`src/rtl/ga_pkg.sv`:
```
// ga_pkg: shared sizing constants and controller state encoding for the GA datapath
package ga_pkg;
    localparam int POP_SIZE = 50;
    localparam int ELITE    = 10;
    localparam int IDX_W    = 6;
    localparam int DIST_W   = 12;
    localparam int GEN_W    = 10;
    typedef enum logic [2:0] {S_IDLE, S_EVAL, S_SORT, S_BREED, S_DONE} state_e;
endpackage

```
`src/rtl/rank_select.sv`:
```
// rank_select: picks one IDX_W-wide index field out of a packed rank vector
module rank_select #(
    parameter int N     = ga_pkg::POP_SIZE,
    parameter int W     = ga_pkg::IDX_W,
    parameter int SEL_W = ga_pkg::IDX_W
) (
    input  logic [N*W-1:0]   vec_i,
    input  logic [SEL_W-1:0] sel_i,
    output logic [W-1:0]     idx_o
);
    import ga_pkg::*;
    // constant-offset mux keeps index arithmetic out of the select path
    always_comb begin
        idx_o = '0;
        for (int r = 0; r < N; r++)
            if (sel_i == SEL_W'(r)) idx_o = vec_i[r*W +: W];
    end
endmodule

```
`src/rtl/generation_scheduler.sv`:
```
// generation_scheduler: sequences evaluate -> sort -> breed per generation of the GA
module generation_scheduler #(
    parameter int POP_SIZE = ga_pkg::POP_SIZE,
    parameter int ELITE    = ga_pkg::ELITE,
    parameter int IDX_W    = ga_pkg::IDX_W,
    parameter int GEN_W    = ga_pkg::GEN_W
) (
    input  logic                      clk,
    input  logic                      rst_n,
    input  logic                      start,
    input  logic [GEN_W-1:0]          max_gen,
    output logic                      eval_start,
    input  logic                      eval_done,
    output logic                      sort_start,
    input  logic                      sort_done,
    input  logic [POP_SIZE*IDX_W-1:0] sorted,
    output logic                      breed_valid,
    input  logic                      breed_ready,
    output logic [IDX_W-1:0]          parent_a,
    output logic [IDX_W-1:0]          parent_b,
    output logic [IDX_W-1:0]          child_idx,
    output logic [GEN_W-1:0]          gen_count,
    output logic [IDX_W-1:0]          best_index,
    output logic                      busy,
    output logic                      done
);
    import ga_pkg::*;

    localparam int EW     = $clog2(ELITE);
    localparam int LAST_K = POP_SIZE - ELITE - 1;

    state_e                    state_q;
    logic [GEN_W-1:0]          gen_q, max_q, gen_inc;
    logic [POP_SIZE*IDX_W-1:0] rank_q;
    logic [IDX_W-1:0]          best_q, k_q;
    logic [IDX_W-1:0]          rank_a, rank_b, rank_c;
    logic [EW-1:0]             a_q, b_q, off_q;
    logic                      eval_start_q, sort_start_q;

    // a and b walk the elite ranks as mod-ELITE counters, so no divider is needed
    function automatic logic [EW-1:0] wrap(input logic [EW-1:0] x);
        return (x == EW'(ELITE-1)) ? '0 : x + 1'b1;
    endfunction

    assign gen_inc = &gen_q ? gen_q : gen_q + 1'b1;

    rank_select #(.N(POP_SIZE), .W(IDX_W), .SEL_W(IDX_W)) u_sel_a (
        .vec_i(rank_q), .sel_i(IDX_W'(a_q)), .idx_o(rank_a)
    );
    rank_select #(.N(POP_SIZE), .W(IDX_W), .SEL_W(IDX_W)) u_sel_b (
        .vec_i(rank_q), .sel_i(IDX_W'(b_q)), .idx_o(rank_b)
    );
    rank_select #(.N(POP_SIZE), .W(IDX_W), .SEL_W(IDX_W)) u_sel_c (
        .vec_i(rank_q), .sel_i(IDX_W'(ELITE) + k_q), .idx_o(rank_c)
    );

    // controller: one state register plus the pulses and counters it owns
    always_ff @(posedge clk or negedge rst_n) begin
        if (!rst_n) begin
            state_q      <= S_IDLE;
            gen_q        <= '0;
            max_q        <= '0;
            rank_q       <= '0;
            best_q       <= '0;
            k_q          <= '0;
            a_q          <= '0;
            b_q          <= '0;
            off_q        <= '0;
            eval_start_q <= 1'b0;
            sort_start_q <= 1'b0;
        end else begin
            eval_start_q <= 1'b0;
            sort_start_q <= 1'b0;
            case (state_q)
                S_IDLE, S_DONE: begin
                    if (start) begin
                        if (max_gen == '0) begin
                            state_q <= S_DONE;
                        end else begin
                            gen_q        <= '0;
                            max_q        <= max_gen;
                            off_q        <= EW'(1);
                            eval_start_q <= 1'b1;
                            state_q      <= S_EVAL;
                        end
                    end
                end
                S_EVAL: begin
                    if (!eval_start_q && eval_done) begin
                        sort_start_q <= 1'b1;
                        state_q      <= S_SORT;
                    end
                end
                S_SORT: begin
                    // a done level left over from the previous sort is ignored on the start cycle
                    if (!sort_start_q && sort_done) begin
                        rank_q  <= sorted;
                        best_q  <= sorted[IDX_W-1:0];
                        k_q     <= '0;
                        a_q     <= '0;
                        b_q     <= off_q;
                        state_q <= S_BREED;
                    end
                end
                S_BREED: begin
                    if (breed_ready) begin
                        k_q <= k_q + 1'b1;
                        a_q <= wrap(a_q);
                        b_q <= wrap(b_q);
                        if (k_q == IDX_W'(LAST_K)) begin
                            gen_q <= gen_inc;
                            if (gen_inc != gen_q)
                                off_q <= (off_q == EW'(ELITE-1)) ? EW'(1) : off_q + 1'b1;
                            if (gen_inc == max_q) begin
                                state_q <= S_DONE;
                            end else begin
                                eval_start_q <= 1'b1;
                                state_q      <= S_EVAL;
                            end
                        end
                    end
                end
                default: state_q <= S_IDLE;
            endcase
        end
    end

    assign eval_start  = eval_start_q;
    assign sort_start  = sort_start_q;
    assign breed_valid = (state_q == S_BREED);
    assign busy        = (state_q == S_EVAL) || (state_q == S_SORT) || (state_q == S_BREED);
    assign done        = (state_q == S_DONE);
    assign gen_count   = gen_q;
    assign best_index  = best_q;
    assign parent_a    = breed_valid ? rank_a : '0;
    assign parent_b    = breed_valid ? rank_b : '0;
    assign child_idx   = breed_valid ? rank_c : '0;
endmodule
```
`config.mk`:
```
export PLATFORM = sky130hd
export DESIGN_NAME = generation_scheduler
export DESIGN_NICKNAME = d
export VERILOG_FILES = /design/src/rtl/ga_pkg.sv /design/src/rtl/rank_select.sv /design/src/rtl/generation_scheduler.sv
export SDC_FILE = /design/constraint.sdc
export NUM_CORES = 1
export LEC_CHECK = 0
export ABC_CLOCK_PERIOD_IN_PS = 3760
export BUFFER_PORTS_ARGS = -buffer_cell sky130_fd_sc_hd__buf_2
export CAP_MARGIN = 20
export CORE_ASPECT_RATIO = 0.7
export CORE_MARGIN = 2
export CORE_UTILIZATION = 29
export DETAILED_ROUTE_END_ITERATION = 8
export SLEW_MARGIN = 20
export SYNTH_ARGS = -nofsm -noshare
export SYNTH_HDL_FRONTEND = slang
export SYNTH_SLANG_ARGS = --single-unit
```
`constraint.sdc`:
```
create_clock -name clk -period 3.76 [get_ports clk]
set_clock_uncertainty 0.1 [all_clocks]
set_input_delay 0.752 -clock clk [delete_from_list [all_inputs] [get_ports clk]]
set_output_delay 0.752 -clock clk [all_outputs]
set_load 0.05 [all_outputs]
```
==> impl_metrics.toml <==
[grt]
antenna_found_initial = 6
use_met1 = 0.3657
grt-busiest-layer = "met2"
grt_overflow = 0
gr-usage-met3 = 0.05759
grt_max_degree = 134
grt_pass1_wl_mm = 127.2
grt_pass1_vias = 18876
grt.total_usage = 0.2484
grt_use_met2 = 0.3678

[synth]
postSynthCellCount = 1831
synth-adder-area-share = 0.005178
synth_edf_count = 0
async_reset_ff_frac = 1.000
synth_xor_area_frac = 0.01191
yosysUniqueCellTypes = 88
synth_compound_area_frac = 0.1740
ys.flop_type = "dfrtp_1"
syn_nets = 2155
synth_mux_area_frac = 0.2144
ys_warn_count = 0
ys_seq_area_frac = 0.4440
synth_area_um2 = 19330
yosys.area_share.simple = 0.1146
synth_top_family_by_area = "multiplexers"
ys_seq_elements = 343
synth_area_per_cell_um2 = 10.56

[timing]
fin_crit_ns = 4.552
timing.final.ws_setup_ns = -0.7918
drv_slew = 0
fin_crit_sh = 1.211
rsz0062_at_grt = "yes"
relSlewSlack = 0.4496
hold-worst-slack_ns = 0.2913
setup_violations = 10
max_freq_mhz = 219.7
hold_viol = 0
tightest_slew_ns = 0.8256

[detailed_routing]
wl_mm = 87.79
first_pass_iters = 6
remaining_drc_errors = 0
via_per_inst = 5.563
vias = 18888
drt-initial-drc-count = 1931
drtAntennaViolNets = 0
avgRoutedWirePerCell_um = 25.86

[place]
port_buffers = 354
dp_slack_ns = -0.6529
place_hpwl_mm = 68.88
gp_congestion = 0.9987

[finish]
final_layout_size_suffix_gt1_frac = 0.5376
areaGrowthSynthToFinish_pct = 42.73
fin_util = 0.4166
fill_cells = 6411
finalNetCount = 2802

[worst_setup_path]
worstPathArrival_ns = 3.70
critPathMaxFanout = 11
worstSetupPathType = "reg2out"
critPathLaunchType = "flip-flop"
end_kind = "output port"
crit_required_ns = 2.91

[cts]
cts_buffers = 40
clockBufferDepth = 3
clock-sinks = 343
clk_latency_ns = 0.59
cts_tree = "done"
cts-root-buf = "clkbuf_16"
clkSlewWorstSetupHoldPaths_ns = 0.07
htreeDepth = 2

[floorplan]
die_area_um2 = 68770
num_rows = 79
core_area_um2 = 66230
die_w_um = 312.6
die_y_um = 220.0
start_util = 0.2919
ios = 355

[outcome]
violations = "setup timing"
outcome = "complete, but fails checks"

[power]
leakagePower_nw = 12.39
powerDensity_nw_per_um2 = 1034
vdd_drop_max_mv = 0.6818

[job]
cap_violations = 0

[worst_hold_path]
hold_path_class = "in2reg"
-- per-stage QoR --
stage	instance area (um^2)	TNS [ns]	std cells	total power, mW
detailed placement	24580	-3.282	3280	21.84
CTS	26770	-4.709	3368	27.10
floorplan	19360	-0.2145	1831	14.11
global route	27590	-5.554	3394	29.62
global placement	24580	-3.178	3280	21.76
finish	27590	-4.577	3395	28.53
-- area by class of cell --
cell class | count | area [um^2] | share of cell area
Multi-Input combinational cell | 1336 | 11170 | 0.4049
Sequential cell | 343 | 8593 | 0.3115
Antenna cell | 2 | 5.005 | 0.0001814
Clock inverter | 13 | 188.9 | 0.006848
Tap cell | 891 | 1115 | 0.04041
Timing Repair Buffer | 739 | 5346 | 0.1938
Clock buffer | 53 | 1090 | 0.03950
Inverter | 18 | 78.83 | 0.002857
-- layer usage --
layer	vias up	part of all wire
li1	8226	-
met1	9572	0.46
met2	946	0.43
met3	136	0.088
met4	8	0.023
met5	-	0.00058
-- flip-flops by register name (all words and copies together), names as in the netlist --
register and count:
off_q 4, gen_count 10, eval_start 1, a_q 4, max_q 10, state_q 3, rank_q 300, sort_start 1
k_q 6, b_q 4
-- cell usage in the layout (no fill, tap or decap), types with 10 or more instances in the layout --
cell type | Yosys | routed
buf_2 | 35 | 339
dfrtp_1 | 343 | 337
buf_4 | 9 | 324
mux2_2 | 318 | 314
nand2_1 | 132 | 121
nor2_1 | 119 | 99
o21ai_0 | 104 | 88
a21oi_1 | 104 | 78
nand3_1 | 50 | 43
clkbuf_16 | 0 | 42
buf_12 | 0 | 37
buf_6 | 6 | 33
nor3_1 | 41 | 29
o22ai_1 | 32 | 27
a21oi_2 | 2 | 24
a31oi_1 | 28 | 22
o211ai_1 | 18 | 18
mux2i_1 | 18 | 17
mux4_2 | 17 | 17
nor2_2 | 7 | 16
a22oi_1 | 21 | 16
o221ai_1 | 21 | 15
a221oi_1 | 24 | 15
nand4_1 | 14 | 14
inv_1 | 16 | 13
a221o_1 | 13 | 13
nor2b_1 | 19 | 12
nand2_2 | 2 | 11
nor2_4 | 0 | 11
nand2b_1 | 14 | 11
xnor2_1 | 11 | 10
o21a_1 | 11 | 10
a221oi_2 | 3 | 10
o21ai_1 | 1 | 10
a22o_1 | 10 | 10
-- report_power, final --
part           switching [mW]  total, mW  internal, mW  leakage [nW]
clock network            1.67       3.93          2.26         0.624
registers                2.37       7.76          5.39          4.45
logic                    8.86       16.8          7.98          7.32
total                    12.9       28.5          15.6          12.4
-- critical path, cell delays in order (launching register included) --
cell and delay, ns:
dfrtp_2 0.47, ha_4 0.34, buf_12 0.15, buf_4 0.15, and2_4 0.18, nand2_2 0.09
buf_4 0.17, nor3_1 0.30, a21oi_1 0.13, a31oi_1 0.22, nor3b_2 0.07, o41ai_1 0.34
buf_4 0.21, a31oi_4 0.10, buf_6 0.19
-- worst paths after layout --
kind                               from      endpoint  cells after the start  slack (ns)
max in group asynchronous         rst_n   rank_q[259]                      3        1.83
min in group asynchronous         rst_n   rank_q[105]                      2        0.60
max reg2reg                gen_count[1]    state_q[2]                     10        0.83
max                              k_q[1]  child_idx[3]                     14       -0.79
min reg2reg                 rank_q[217]   rank_q[217]                      1        0.41
min                          sorted[62]    rank_q[62]                      3        0.29
-- synth_stat cells, types with 8 or more instances --
library cell | n | area share
dfrtp_1 | 343 | 0.44
mux2_2 | 318 | 0.19
nand2_1 | 132 | 0.026
nor2_1 | 119 | 0.023
a21oi_1 | 104 | 0.027
o21ai_0 | 104 | 0.027
clkbuf_1 | 76 | 0.015
nand3_1 | 50 | 0.013
nor3_1 | 41 | 0.011
buf_2 | 35 | 0.0091
o22ai_1 | 32 | 0.010
a31oi_1 | 28 | 0.0091
a221oi_1 | 24 | 0.011
a22oi_1 | 21 | 0.0082
o221ai_1 | 21 | 0.0095
nor2b_1 | 19 | 0.0061
mux2i_1 | 18 | 0.0093
o211ai_1 | 18 | 0.0070
a211oi_1 | 17 | 0.0066
mux4_2 | 17 | 0.020
inv_1 | 16 | 0.0031
nand2b_1 | 14 | 0.0045
nand4_1 | 14 | 0.0045
a221o_1 | 13 | 0.0067
and2_1 | 11 | 0.0036
o21a_1 | 11 | 0.0043
xnor2_1 | 11 | 0.0050
a22o_1 | 10 | 0.0045
and3_1 | 10 | 0.0032
o31ai_1 | 10 | 0.0039
buf_4 | 9 | 0.0035
xor2_1 | 9 | 0.0041
a32oi_1 | 8 | 0.0036
ha_1 | 8 | 0.0052
-- kinds of logic after synthesis --
family | Yosys count
AOI/OAI and AO/OA | 492
and+or+nand+nor | 461
muxes | 353
DFF | 343
buffers and inverters | 152
xor gates and xnor gates | 22
adders and majority gates | 8
-- what timing repair did --
action                                 in CTS  in global routing
resized for setup                         167                121
hold buffers                                1                  0
pin swaps                                  53                 48
setup buffers                              25                 24
setup endpoints to repair                  17                 15
endpoints found under the hold margin       9                  0
gates cloned                                0                  2
(Power assumes the default switching activity.)
